<file path="src/rtl/oled_power_sequencer_pkg.sv">
// Shared types and constants for the OLED power sequencer.
//   state_t         : sequencer states
//   pins_t          : power/reset pin bundle driven per state
//   INIT_ROM        : SSD1306 init bytes, sent in order after reset
//   CMD_DISPLAY_*   : display on/off opcodes
package oled_pkg;

  localparam int unsigned BYTE_W           = 8;
  localparam int unsigned CNT_W            = 32;
  localparam int unsigned INIT_LEN_DEFAULT = 8;
  localparam int unsigned IDX_W            = 3;

  localparam logic [BYTE_W-1:0] CMD_DISPLAY_ON  = 8'hAF;
  localparam logic [BYTE_W-1:0] CMD_DISPLAY_OFF = 8'hAE;

  localparam logic [0:INIT_LEN_DEFAULT-1][BYTE_W-1:0] INIT_ROM =
    {8'hAE, 8'h8D, 8'h14, 8'hD9, 8'hF1, 8'hA1, 8'hC8, 8'hA4};

  typedef enum logic [3:0] {
    S_OFF,
    S_VDD_ON,
    S_RES_LOW,
    S_RES_HIGH,
    S_INIT,
    S_VBAT_ON,
    S_DISP_ON,
    S_READY,
    S_DISP_OFF,
    S_DRAIN,
    S_VBAT_OFF
  } state_t;

  typedef struct packed {
    logic vdd;
    logic vbat;
    logic res;
  } pins_t;

  // Init byte lookup.
  function automatic logic [BYTE_W-1:0] init_byte(input logic [IDX_W-1:0] i);
    return INIT_ROM[i];
  endfunction

  // Pin levels held while in a given state.
  function automatic pins_t pins_for(input state_t s);
    pins_t p;
    p = '0;
    case (s)
      S_OFF:      p = '{vdd: 1'b0, vbat: 1'b0, res: 1'b0};
      S_VDD_ON:   p = '{vdd: 1'b1, vbat: 1'b0, res: 1'b1};
      S_RES_LOW:  p = '{vdd: 1'b1, vbat: 1'b0, res: 1'b0};
      S_RES_HIGH,
      S_INIT:     p = '{vdd: 1'b1, vbat: 1'b0, res: 1'b1};
      S_VBAT_OFF: p = '{vdd: 1'b1, vbat: 1'b0, res: 1'b1};
      default:    p = '{vdd: 1'b1, vbat: 1'b1, res: 1'b1};
    endcase
    return p;
  endfunction

endpackage

</file>
<file path="src/rtl/oled_power_sequencer_if.sv">
// User command stream and transmitter byte stream.
//   master : sequencer side (consumes cmd_*, drives tx_*)
//   slave  : environment side (user source + SPI byte transmitter)
interface oled_power_sequencer_if;
  import oled_pkg::*;

  logic              cmd_valid;
  logic [BYTE_W-1:0] cmd_byte;
  logic              cmd_dc;
  logic              cmd_ready;
  logic              tx_valid;
  logic [BYTE_W-1:0] tx_byte;
  logic              tx_dc;
  logic              tx_ready;
  logic              tx_idle;

  modport master (
    input  cmd_valid, cmd_byte, cmd_dc, tx_ready, tx_idle,
    output cmd_ready, tx_valid, tx_byte, tx_dc
  );

  modport slave (
    output cmd_valid, cmd_byte, cmd_dc, tx_ready, tx_idle,
    input  cmd_ready, tx_valid, tx_byte, tx_dc
  );
endinterface

</file>
<file path="src/rtl/oled_delay_timer.sv">
// Load/count-down timer. Loading N-1 makes done rise after exactly N cycles.
//   load/load_val : reload counter
//   done          : counter is zero (registered)
module oled_delay_timer
  import oled_pkg::*;
(
  input  logic             clk,
  input  logic             reset_n,
  input  logic             load,
  input  logic [CNT_W-1:0] load_val,
  output logic             done
);

  logic [CNT_W-1:0] cnt;

  always_ff @(posedge clk or negedge reset_n) begin
    if (!reset_n) begin
      cnt  <= '0;
      done <= 1'b1;
    end else if (load) begin
      cnt  <= load_val;
      done <= (load_val == CNT_W'(0));
    end else if (cnt != CNT_W'(0)) begin
      cnt  <= cnt - CNT_W'(1);
      done <= (cnt == CNT_W'(1));
    end
  end

endmodule

</file>
<file path="src/rtl/oled_power_sequencer.sv">
// SSD1306-class OLED power sequencer: power-up/down of VDD/VBAT/RES, init
// byte stream, then passthrough of the user stream to the SPI transmitter.
//   clk, reset_n    : clock, async active-low reset
//   start / stop    : power-up / power-down request pulses
//   bus             : cmd_* user stream in, tx_* transmitter stream out
//   oled_vdd/vbat   : power enables; oled_res : panel reset (active low)
//   ready           : sequencer in S_READY
module oled_power_sequencer
  import oled_pkg::*;
#(
  parameter int unsigned CLK_FREQ       = 20_000_000,
  parameter int unsigned DELAY_VDD_CYC  = CLK_FREQ / 1000,
  parameter int unsigned RES_PULSE_CYC  = CLK_FREQ / 100_000,
  parameter int unsigned DELAY_VBAT_CYC = CLK_FREQ / 10,
  parameter int unsigned INIT_LEN       = INIT_LEN_DEFAULT
) (
  input  logic                   clk,
  input  logic                   reset_n,
  input  logic                   start,
  input  logic                   stop,
  oled_power_sequencer_if.master bus,
  output logic                   oled_vdd,
  output logic                   oled_vbat,
  output logic                   oled_res,
  output logic                   ready
);

  state_t             state, state_d;
  logic [IDX_W-1:0]   idx, idx_d;
  logic               stop_pend, stop_pend_d;
  pins_t              pins_q;
  logic               tmr_load;
  logic [CNT_W-1:0]   tmr_val;
  logic               tmr_done;
  logic               tx_valid_c;
  logic [BYTE_W-1:0]  tx_byte_c;
  logic               tx_dc_c;
  logic               cmd_ready_c;

  oled_delay_timer u_timer (
    .clk      (clk),
    .reset_n  (reset_n),
    .load     (tmr_load),
    .load_val (tmr_val),
    .done     (tmr_done)
  );

  // State register; pins and ready are registered from the next state.
  always_ff @(posedge clk or negedge reset_n) begin
    if (!reset_n) begin
      state     <= S_OFF;
      idx       <= '0;
      stop_pend <= 1'b0;
      pins_q    <= '0;
      ready     <= 1'b0;
    end else begin
      state     <= state_d;
      idx       <= idx_d;
      stop_pend <= stop_pend_d;
      pins_q    <= pins_for(state_d);
      ready     <= (state_d == S_READY);
    end
  end

  // Next state, timer reloads and transmitter stream.
  always_comb begin
    state_d     = state;
    idx_d       = idx;
    stop_pend_d = stop_pend;
    tmr_load    = 1'b0;
    tmr_val     = '0;
    tx_valid_c  = 1'b0;
    tx_byte_c   = '0;
    tx_dc_c     = 1'b0;
    cmd_ready_c = 1'b0;

    // A stop during power-up is remembered and honoured once READY is reached.
    if (stop && (state inside {S_VDD_ON, S_RES_LOW, S_RES_HIGH, S_INIT,
                               S_VBAT_ON, S_DISP_ON}))
      stop_pend_d = 1'b1;

    case (state)
      S_OFF: begin
        if (start) begin
          state_d  = S_VDD_ON;
          tmr_load = 1'b1;
          tmr_val  = CNT_W'(DELAY_VDD_CYC - 1);
        end
      end
      S_VDD_ON: begin
        if (tmr_done) begin
          state_d  = S_RES_LOW;
          tmr_load = 1'b1;
          tmr_val  = CNT_W'(RES_PULSE_CYC - 1);
        end
      end
      S_RES_LOW: begin
        if (tmr_done) begin
          state_d  = S_RES_HIGH;
          tmr_load = 1'b1;
          tmr_val  = CNT_W'(RES_PULSE_CYC - 1);
        end
      end
      S_RES_HIGH: begin
        if (tmr_done) begin
          state_d = S_INIT;
          idx_d   = '0;
        end
      end
      S_INIT: begin
        tx_valid_c = 1'b1;
        tx_byte_c  = init_byte(idx);
        if (bus.tx_ready) begin
          if (idx == IDX_W'(INIT_LEN - 1)) begin
            state_d  = S_VBAT_ON;
            tmr_load = 1'b1;
            tmr_val  = CNT_W'(DELAY_VBAT_CYC - 1);
          end else begin
            idx_d = idx + IDX_W'(1);
          end
        end
      end
      S_VBAT_ON: begin
        if (tmr_done) state_d = S_DISP_ON;
      end
      S_DISP_ON: begin
        tx_valid_c = 1'b1;
        tx_byte_c  = CMD_DISPLAY_ON;
        if (bus.tx_ready) state_d = S_READY;
      end
      S_READY: begin
        tx_byte_c   = bus.cmd_byte;
        tx_dc_c     = bus.cmd_dc;
        cmd_ready_c = bus.tx_ready & ~stop & ~stop_pend;
        if (stop || stop_pend) begin
          state_d     = S_DISP_OFF;
          stop_pend_d = 1'b0;
        end else begin
          tx_valid_c = bus.cmd_valid;
        end
      end
      S_DISP_OFF: begin
        tx_valid_c = 1'b1;
        tx_byte_c  = CMD_DISPLAY_OFF;
        if (bus.tx_ready) state_d = S_DRAIN;
      end
      S_DRAIN: begin
        if (bus.tx_idle) begin
          state_d  = S_VBAT_OFF;
          tmr_load = 1'b1;
          tmr_val  = CNT_W'(DELAY_VBAT_CYC - 1);
        end
      end
      S_VBAT_OFF: begin
        if (tmr_done) state_d = S_OFF;
      end
      default: state_d = S_OFF;
    endcase
  end

  assign bus.tx_valid  = tx_valid_c;
  assign bus.tx_byte   = tx_byte_c;
  assign bus.tx_dc     = tx_dc_c;
  assign bus.cmd_ready = cmd_ready_c;
  assign oled_vdd      = pins_q.vdd;
  assign oled_vbat     = pins_q.vbat;
  assign oled_res      = pins_q.res;

endmodule

</file>
<file path="src/flat_wrapper.sv">
// flat-port wrapper written by rule: the top's interface ports become plain ports
module oled_power_sequencer_flat import oled_pkg::*;
#(
  parameter int unsigned CLK_FREQ       = 20_000_000,
  parameter int unsigned DELAY_VDD_CYC  = CLK_FREQ / 1000,
  parameter int unsigned RES_PULSE_CYC  = CLK_FREQ / 100_000,
  parameter int unsigned DELAY_VBAT_CYC = CLK_FREQ / 10,
  parameter int unsigned INIT_LEN       = INIT_LEN_DEFAULT
)
  (clk, reset_n, start, stop, oled_vdd, oled_vbat, oled_res, ready, bus_cmd_valid, bus_cmd_byte, bus_cmd_dc, bus_tx_ready, bus_tx_idle, bus_cmd_ready, bus_tx_valid, bus_tx_byte, bus_tx_dc);
  oled_power_sequencer_if bus_i ();
  input  logic clk;
  input  logic reset_n;
  input  logic start;
  input  logic stop;
  output logic oled_vdd;
  output logic oled_vbat;
  output logic oled_res;
  output logic ready;
  input wire logic [$bits(bus_i.cmd_valid)-1:0] bus_cmd_valid;
  input wire logic [$bits(bus_i.cmd_byte)-1:0] bus_cmd_byte;
  input wire logic [$bits(bus_i.cmd_dc)-1:0] bus_cmd_dc;
  input wire logic [$bits(bus_i.tx_ready)-1:0] bus_tx_ready;
  input wire logic [$bits(bus_i.tx_idle)-1:0] bus_tx_idle;
  output wire logic [$bits(bus_i.cmd_ready)-1:0] bus_cmd_ready;
  output wire logic [$bits(bus_i.tx_valid)-1:0] bus_tx_valid;
  output wire logic [$bits(bus_i.tx_byte)-1:0] bus_tx_byte;
  output wire logic [$bits(bus_i.tx_dc)-1:0] bus_tx_dc;
  assign bus_i.cmd_valid = bus_cmd_valid;
  assign bus_i.cmd_byte = bus_cmd_byte;
  assign bus_i.cmd_dc = bus_cmd_dc;
  assign bus_i.tx_ready = bus_tx_ready;
  assign bus_i.tx_idle = bus_tx_idle;
  assign bus_cmd_ready = bus_i.cmd_ready;
  assign bus_tx_valid = bus_i.tx_valid;
  assign bus_tx_byte = bus_i.tx_byte;
  assign bus_tx_dc = bus_i.tx_dc;
  oled_power_sequencer #(.CLK_FREQ(CLK_FREQ), .DELAY_VDD_CYC(DELAY_VDD_CYC), .RES_PULSE_CYC(RES_PULSE_CYC), .DELAY_VBAT_CYC(DELAY_VBAT_CYC), .INIT_LEN(INIT_LEN)) u_core (.clk(clk), .reset_n(reset_n), .start(start), .stop(stop), .bus(bus_i), .oled_vdd(oled_vdd), .oled_vbat(oled_vbat), .oled_res(oled_res), .ready(ready));
endmodule
</file>
<file path="config.mk">
export PLATFORM = sky130hd
export DESIGN_NAME = oled_power_sequencer_flat
export DESIGN_NICKNAME = d
export VERILOG_FILES = /design/src/rtl/oled_power_sequencer_pkg.sv /design/src/rtl/oled_power_sequencer_if.sv /design/src/rtl/oled_delay_timer.sv /design/src/rtl/oled_power_sequencer.sv /design/src/flat_wrapper.sv
export SDC_FILE = /design/constraint.sdc
export NUM_CORES = 1
export LEC_CHECK = 0
export CORE_UTILIZATION = 23
export DETAILED_ROUTE_END_ITERATION = 12
export PLACE_DENSITY = 0.39
export SYNTH_ARGS = -nofsm -noshare
export SYNTH_HDL_FRONTEND = slang
export SYNTH_SLANG_ARGS = --single-unit
</file>
<file path="constraint.sdc">
create_clock -name clk -period 3.9 [get_ports clk]
set_input_delay 0.78 -clock clk [delete_from_list [all_inputs] [get_ports clk]]
set_output_delay 0.78 -clock clk [all_outputs]
set_load 0.02 [all_outputs]
</file>
==> results.toml <==
[outcome]
outcome = "complete, no violations"

[clock_tree]
postCtsHoldBufs = 0
post_cts_buffers = 0
clockRootBuffer = "clkbuf_16"
cts_tree = "yes"
numCtsBuffers = 5
clock_latency_ps = 290
clk_pin_slew_ps = 60
cts_htree_levels = 2
cts.path.max_buffers = 2
ctsResizeCount = 0
clock-sinks = 45

[logic_synthesis]
synthMuxAreaShare = 0.05080
postSynthAreaPerCell_um2 = 8.844
synth_compound_area_frac = 0.1742
yosysUniqueCellTypes = 60
syn-num-nets = 361
synth_top_family_by_area = "simple AND/OR/NAND/NOR gates"
synth-seq-cells = 45
syn-instance-count = 337
ys_top_cells_by_area = "dfrtp_1 (37%), o21ai_0 (5.0%), mux2i_1 (4.7%), nand2_1 (3.7%), nor2_1 (3.5%)"
synth-warning-count = 0
yosys.area_share.simple = 0.2947
synth_most_common_cell = "dfrtp_1"
synth_fa_ha_area_frac = 0.03359
syn-cell-area_um2 = 2980
synth.top_cell.area_share = 0.3694
synthArstFlopShare = 1.000
synth_flop_cell = "dfrtp_1"
synthXorXnorAreaFrac = 0.02351
yosys.area.top_type = "dfrtp_1"
synth_edf_count = 0
seq_area_frac_synth = 0.3783
synth_commonest_cells = "dfrtp_1 (44), o21ai_0 (30), nand2_1 (29)"

[power]
vdd.ir_drop.worst_v = 0.0001570
power.density_nw_per_um2 = 355.6
p_leak_nw = 1.447

[place]
dp_cells = 526
hpwl_um = 5778
dp_slack_ps = 783.3
post_dp_cell_area_um2 = 3428
place.gp.congestion = 0.7230
io_buffer_count = 30

[timing]
relSlewSlack = 0.2737
period_minus_slack_ps = 3187
timing.final.crit_share = 0.8172
setup_slack_ps = 712.9
fmaxAchievable_ghz = 0.3138
rsz0062_at_grt = "false"
tns_ps = 0
setup_violations = 0
worstMarginPinSlew_ps = 1089
fin_worst_skew_ps = 11.73
slew_viol_final = 0
finalHoldViolCount = 0

[setup_path]
critPathArrivalTime_ps = 2410
crit_path_end_kind = "primary output"
cp_data_required_time_ps = 3120
r2r_cells = 5
cp_max_fo = 6
worst-setup-path-type = "register to primary output"
cp-start-kind = "register"

[floorplan]
die_area_um2 = 13420
core_area_um2 = 12620
start_util = 0.2362
die_w_um = 115.8
num_io_pins = 31
rows = 41
fp.dieH_um = 115.8

[run]
cap_violations = 0

[worst_hold_path]
min_path_type = "register to register"
min_path_cells = 2

[routing]
ant_nets = 0
detailroute.via_count = 2649
first_pass_iters = 4
drt_iter0_markers = 178
wl_per_cell_um = 15.77
via_per_inst = 4.961
finalWirelength_um = 8419
route.detailed.drc = 0

[global_route]
antenna_found_initial = 0
grt_pass1_wl_um = 13700
grtUsageTotal = 0.1327
grt_overflow = 0
grt_pass1_vias = 2540
grt_max_degree = 46

[final_layout]
n_antenna_cell = 0
area_delta_synth_final_pct = 19.86
stdcell_area_um2 = 3572
drive_gt1_frac = 0.08287
nFillCells = 1403
fin_util = 0.2831
layout.nets = 385
ff_latch_area_um2 = 1127
stdcell_count = 534
multi_input_area_um2 = 1719
==> cells by family after synthesis <==
logic type               after synthesis
buffers and inverters                 27
AND/OR/NAND/NOR                      153
adder cells (fa/ha/maj)                8
multiplexers                          15
flip-flops                            45
AO/OA/AOI/OAI                         81
XOR/XNOR                               8
==> flip-flops by register name, indices dropped and copies added (netlist names) <==
signal,cells
u_core.stop_pend,1
u_core.oled_vbat,1
u_core.oled_vdd,1
u_core.u_timer.done,1
u_core.ready,1
u_core.state,4
u_core.idx,3
u_core.oled_res,1
u_core.u_timer.cnt,32
==> cell usage in the layout, fill, tap and decap left out, types with 6 or more instances in the layout <==
cell type,count
nor4_1,6
nand2b_1,6
clkdlybuf4s50_1,29
nand3_1,14
or3_1,15
o21ai_0,30
a21oi_1,15
mux2i_1,14
dfrtp_1,44
ha_1,8
xnor2_1,6
nor3_1,8
nor2_1,28
inv_1,9
nand4_1,7
nand2_1,29
==> stage by stage <==
step                power (mW)  hold WS [ps]
finish                   1.270         505.9
global route             1.354         535.6
CTS                      1.289         517.8
detailed placement      0.8535         502.7
global placement        0.8537         516.8
floorplan               0.7692         466.9
==> final timing paths <==
| path | start | to | slack, ps |
|---|---|---|---|
| setup reg to reg | u_core.u_timer.cnt[18]$_DFFE_PN0P_ | u_core.u_timer.cnt[10]$_DFFE_PN0P_ | 1160 |
| setup / recovery | u_core.idx[0]$_DFFE_PN0P_ | bus_tx_byte[6] | 710 |
| hold / removal | u_core.stop_pend$_DFF_PN0_ | u_core.stop_pend$_DFF_PN0_ | 510 |
| min in group asynchronous | reset_n | u_core.u_timer.cnt[18]$_DFFE_PN0P_ | 690 |
| max in group asynchronous | reset_n | u_core.u_timer.cnt[12]$_DFFE_PN0P_ | 2530 |
| hold reg to reg | u_core.stop_pend$_DFF_PN0_ | u_core.stop_pend$_DFF_PN0_ | 510 |
==> area by class of cell <==
class                   instances  area share
clock buffers                   6     0.03608
clock inverters                 2    0.004203
inverters                       9    0.009457
multi-input cells             265      0.4813
flip-flops and latches         45      0.3156
well taps                     172     0.06025
repair buffers                 35     0.09317
==> power by group <==
| part | switching, mW | internal, mW | total [mW] | leakage, nW |
|---|---|---|---|---|
| clock | 0.189 | 0.238 | 0.427 | 0.0631 |
| sequential | 0.0781 | 0.526 | 0.604 | 0.577 |
| combinational | 0.125 | 0.115 | 0.239 | 0.807 |
| total | 0.392 | 0.879 | 1.27 | 1.45 |
==> critical path, cell delays in order (launching register included) <==
cell and delay (ps):
dfrtp_1 440, inv_1 160, ha_1 230, nor2_1 50, a2111oi_0 440, a31oi_1 70
nor2_1 110, clkdlybuf4s50_1 610
==> layer usage <==
layer / track usage / part of all wire / up-vias / wire length (um)
met5: 0 / 0 / - / 0
met4: 0.03504 / 0.012 / 0 / 99
met2: 0.2024 / 0.45 / 27 / 3763
met3: 0.02354 / 0.019 / 10 / 156
li1: - / - / 1296 / -
met1: 0.1922 / 0.52 / 1316 / 4399
No activity file was read; power rests on OpenSTA's default activity.
==> RTL change, RTL diff (same flow settings) <==
Make the reset (`reset_n`) synchronous in 2 clocked blocks. Comments in the files are not updated.
--- a/src/rtl/oled_delay_timer.sv
+++ b/src/rtl/oled_delay_timer.sv
@@ -13,7 +13,7 @@
 
   logic [CNT_W-1:0] cnt;
 
-  always_ff @(posedge clk or negedge reset_n) begin
+  always_ff @(posedge clk) begin
     if (!reset_n) begin
       cnt  <= '0;
       done <= 1'b1;
--- a/src/rtl/oled_power_sequencer.sv
+++ b/src/rtl/oled_power_sequencer.sv
@@ -46,7 +46,7 @@
   );
 
   // State register; pins and ready are registered from the next state.
-  always_ff @(posedge clk or negedge reset_n) begin
+  always_ff @(posedge clk) begin
     if (!reset_n) begin
       state     <= S_OFF;
       idx       <= '0;
Behaviour: differs if reset_n is asserted again (counterexample within 4 cycles, from zero or initial values and one cycle with reset_n low); with reset_n held inactive, the same outputs for 10 cycles.
==> RTL change against the original RTL <==
  * Non-clock buffer count up 4
  * Setup slack worse by 93 ps
  * Area after synthesis down 2.9%
  * Utilization up 0.73 points
  * Final area down 1.2%
  * Wire length down 3.6%
  * Sequential cell count unchanged
  * Critical endpoint unchanged
Power is not compared: it rests on default switching activity, and its combinational part moved more than twofold at a synthesized area within 25%.
==> RTL change: results (changes against the original RTL) <==
FILL_CELLS=1300  # -7.3%
CPLARGESTDELAYFAMILY='simple AND/OR/NAND/NOR gates'
ANTENNA_VIOLATIONS_BEFORE_REPAIR=0  # unchanged
MAX-CLOCK-PATH-BUFFERS=2  # unchanged
DRT-INITIAL-DRC-COUNT=183  # +2.8%
SYNTH_CELL_TYPE_COUNT=66  # +10%
POWER.NET_SWITCHING_uW=603
ANTENNA_CELLS=0  # unchanged
YOSYS-TOP-CELLS-COUNT='dfxtp_1, nor2_1, nand2_1'
CLKLATENCYLATEPIN_PS=290  # about the same
WIRELENGTH_MM=8.12  # -3.6%
POSTSYNTH.ASYNCRESETSHARE_PCT=0  # -100 points
CTS_SETUP_BUFFERS=0  # unchanged
SYNTH.NET_COUNT=381  # +5.5%
PLACE_HPWL_MM=5.92  # +2.5%
PLACEDCELLCOUNT=544  # +3.4%
WORST_SLEW_MARGIN_REL_PCT=46.3  # +19 points
DRT_PRE_ANTENNA_ITERS=4  # unchanged
FINALWEIGHTEDCONGESTION=0.747  # +3.3%
OUTCOME='finished, final reports clean'
CLK_PIN_SLEW_PS=70
STATIC_POWER_DUE_TO_LEAKAGE_nW=1.28
FIRST_PASS_GRT_WIRE_LENGTH_MM=13.4  # -2.2%
CRITICAL-PATH-SLOWEST-CELL='or4b_1'
CTS-RESIZED-GATES=0  # unchanged
CRITICAL_PATH.MAX_FANOUT=19  # +13
YOSYSWARNINGCOUNT=0  # unchanged
TIMING.HOLD.WORST.CLASS='flop to flop'
VIAS_IN_THE_FIRST_GLOBAL_ROUTE=2526  # -0.55%
DRT_DRC_VIOLATIONS_LEFT=0  # unchanged
SYNTH.AREA.TOP_CELLS='dfxtp_1, a21oi_1, nor2_1'
LAYOUT.CELLS.NON_FILLER=552  # +3.4%
LARGESTREGISTERS='u_core.u_timer.cnt x32, u_core.state x4, u_core.idx x3'
CLOCKROOTBUFFER='clkbuf_16'
FINCLKSKEW_PS=9.21  # -2.52 ps
HTREE_LEVELS=2  # unchanged
POST_SYNTH_INST_COUNT=357  # +5.9%
FINAL_LAYOUT_SIZE_SUFFIX_GT1_SHARE_PCT=7.81  # -0.47 points
CTS_MADE_BUFFERS=5  # unchanged
GRT_START_MAX_NET_PINS=21  # -54%
GRT_UTIL_ALL_LAYERS_PCT=13.2  # -0.059 points
NETS=407  # +5.7%
MAX-VDD-IR-DROP_mV=0.153
DETAIL_ROUTE.VIAS_PER_CELL=4.92  # -0.89%
YS_SEQ_AREA_SHARE_PCT=31.1  # -6.7 points
FINAL_HOLD_VIOL_COUNT=0  # unchanged
GRT_OVERFLOW=0  # unchanged
PORT-BUFFER-COUNT=30  # unchanged
CRITPATHMAXSTAGEDELAY_PS=760  # +150 ps
TOTAL_CELL_AREA_AT_THE_PLACEMENT_STAGE_UM2=3390  # -1.1%
YS.FLOP_TYPE='dfxtp_1'
[RTL change: changes by cell type in the layout (fill, tap and decap cells not counted), sizes merged, moves of 4 or more]
cell / change
nand3: -5
a21oi: +13
or3: -6
o21ai: -6
nor4b: +4
dfrtp: -44
dfxtp: +45
nor2: +4
mux2i: -4
xor2: +4
[RTL change: power groups by stage]
stage	sequential (mW)	clock [mW]	combinational, mW
2_1_floorplan	0.577	0	0.441
3_3_place_gp	0.603	0	0.592
3_5_place_dp	0.604	0	0.592
4_1_cts	0.594	0.436	0.594
5_1_grt	0.606	0.455	0.660
6_report	0.594	0.422	0.591
[RTL change: cells by family after synthesis]
group | after synthesis | synth area share [%]
adders and majority gates | 8 | 3.46
xor gates and xnor gates | 11 | 3.33
DFF | 45 | 31.1
muxes | 11 | 3.85
and+or+nand+nor | 157 | 32.5
AOI/OAI and AO/OA | 95 | 21.7
buffers and inverters | 30 | 4.11
[RTL change: tightest hold or removal path: stages (launching register included)]
cell and delay [ps]:
dfxtp_1 320, nand2_1 60, mux2i_1 60
[RTL change: metal layers]
metal | wire, um | GRT usage (%) | vias up
met5 | 0 | 0 | -
met4 | 84 | 3.81 | 0
met3 | 290 | 2.06 | 6
met2 | 3620 | 20.6 | 40
met1 | 4120 | 18.7 | 1283
li1 | - | - | 1385
[RTL change: through the flow]
stage	hold slack [ps]	util [%]	worst slack, ps
final	481	29.0	620
after floorplan	442	-	1500
after CTS	485	29.0	542
after detailed placement	475	27.9	816
after global routing	517	29.0	415
after global placement	470	27.9	835
[RTL change: cell type report]
type | count | area [um2] | share of cell area, %
Timing Repair Buffer | 39 | 368 | 10.4
Tap cell | 168 | 210 | 5.95
Clock buffer | 6 | 129 | 3.65
Multi-Input combinational cell | 282 | 1880 | 53.1
Inverter | 10 | 37.5 | 1.06
Sequential cell | 45 | 901 | 25.5
Clock inverter | 2 | 10.0 | 0.283
[RTL change: final timing paths]
path / from / end / slack (ps) / cells after the start
setup / recovery: u_core.state[0] / bus_tx_byte[6] / 620 / 5
hold / removal: u_core.u_timer.cnt[31] / u_core.u_timer.cnt[31] / 480 / 2
setup reg to reg: u_core.state[0] / u_core.u_timer.cnt[24] / 1210 / 6
hold reg to reg: u_core.u_timer.cnt[31] / u_core.u_timer.cnt[31] / 480 / 2
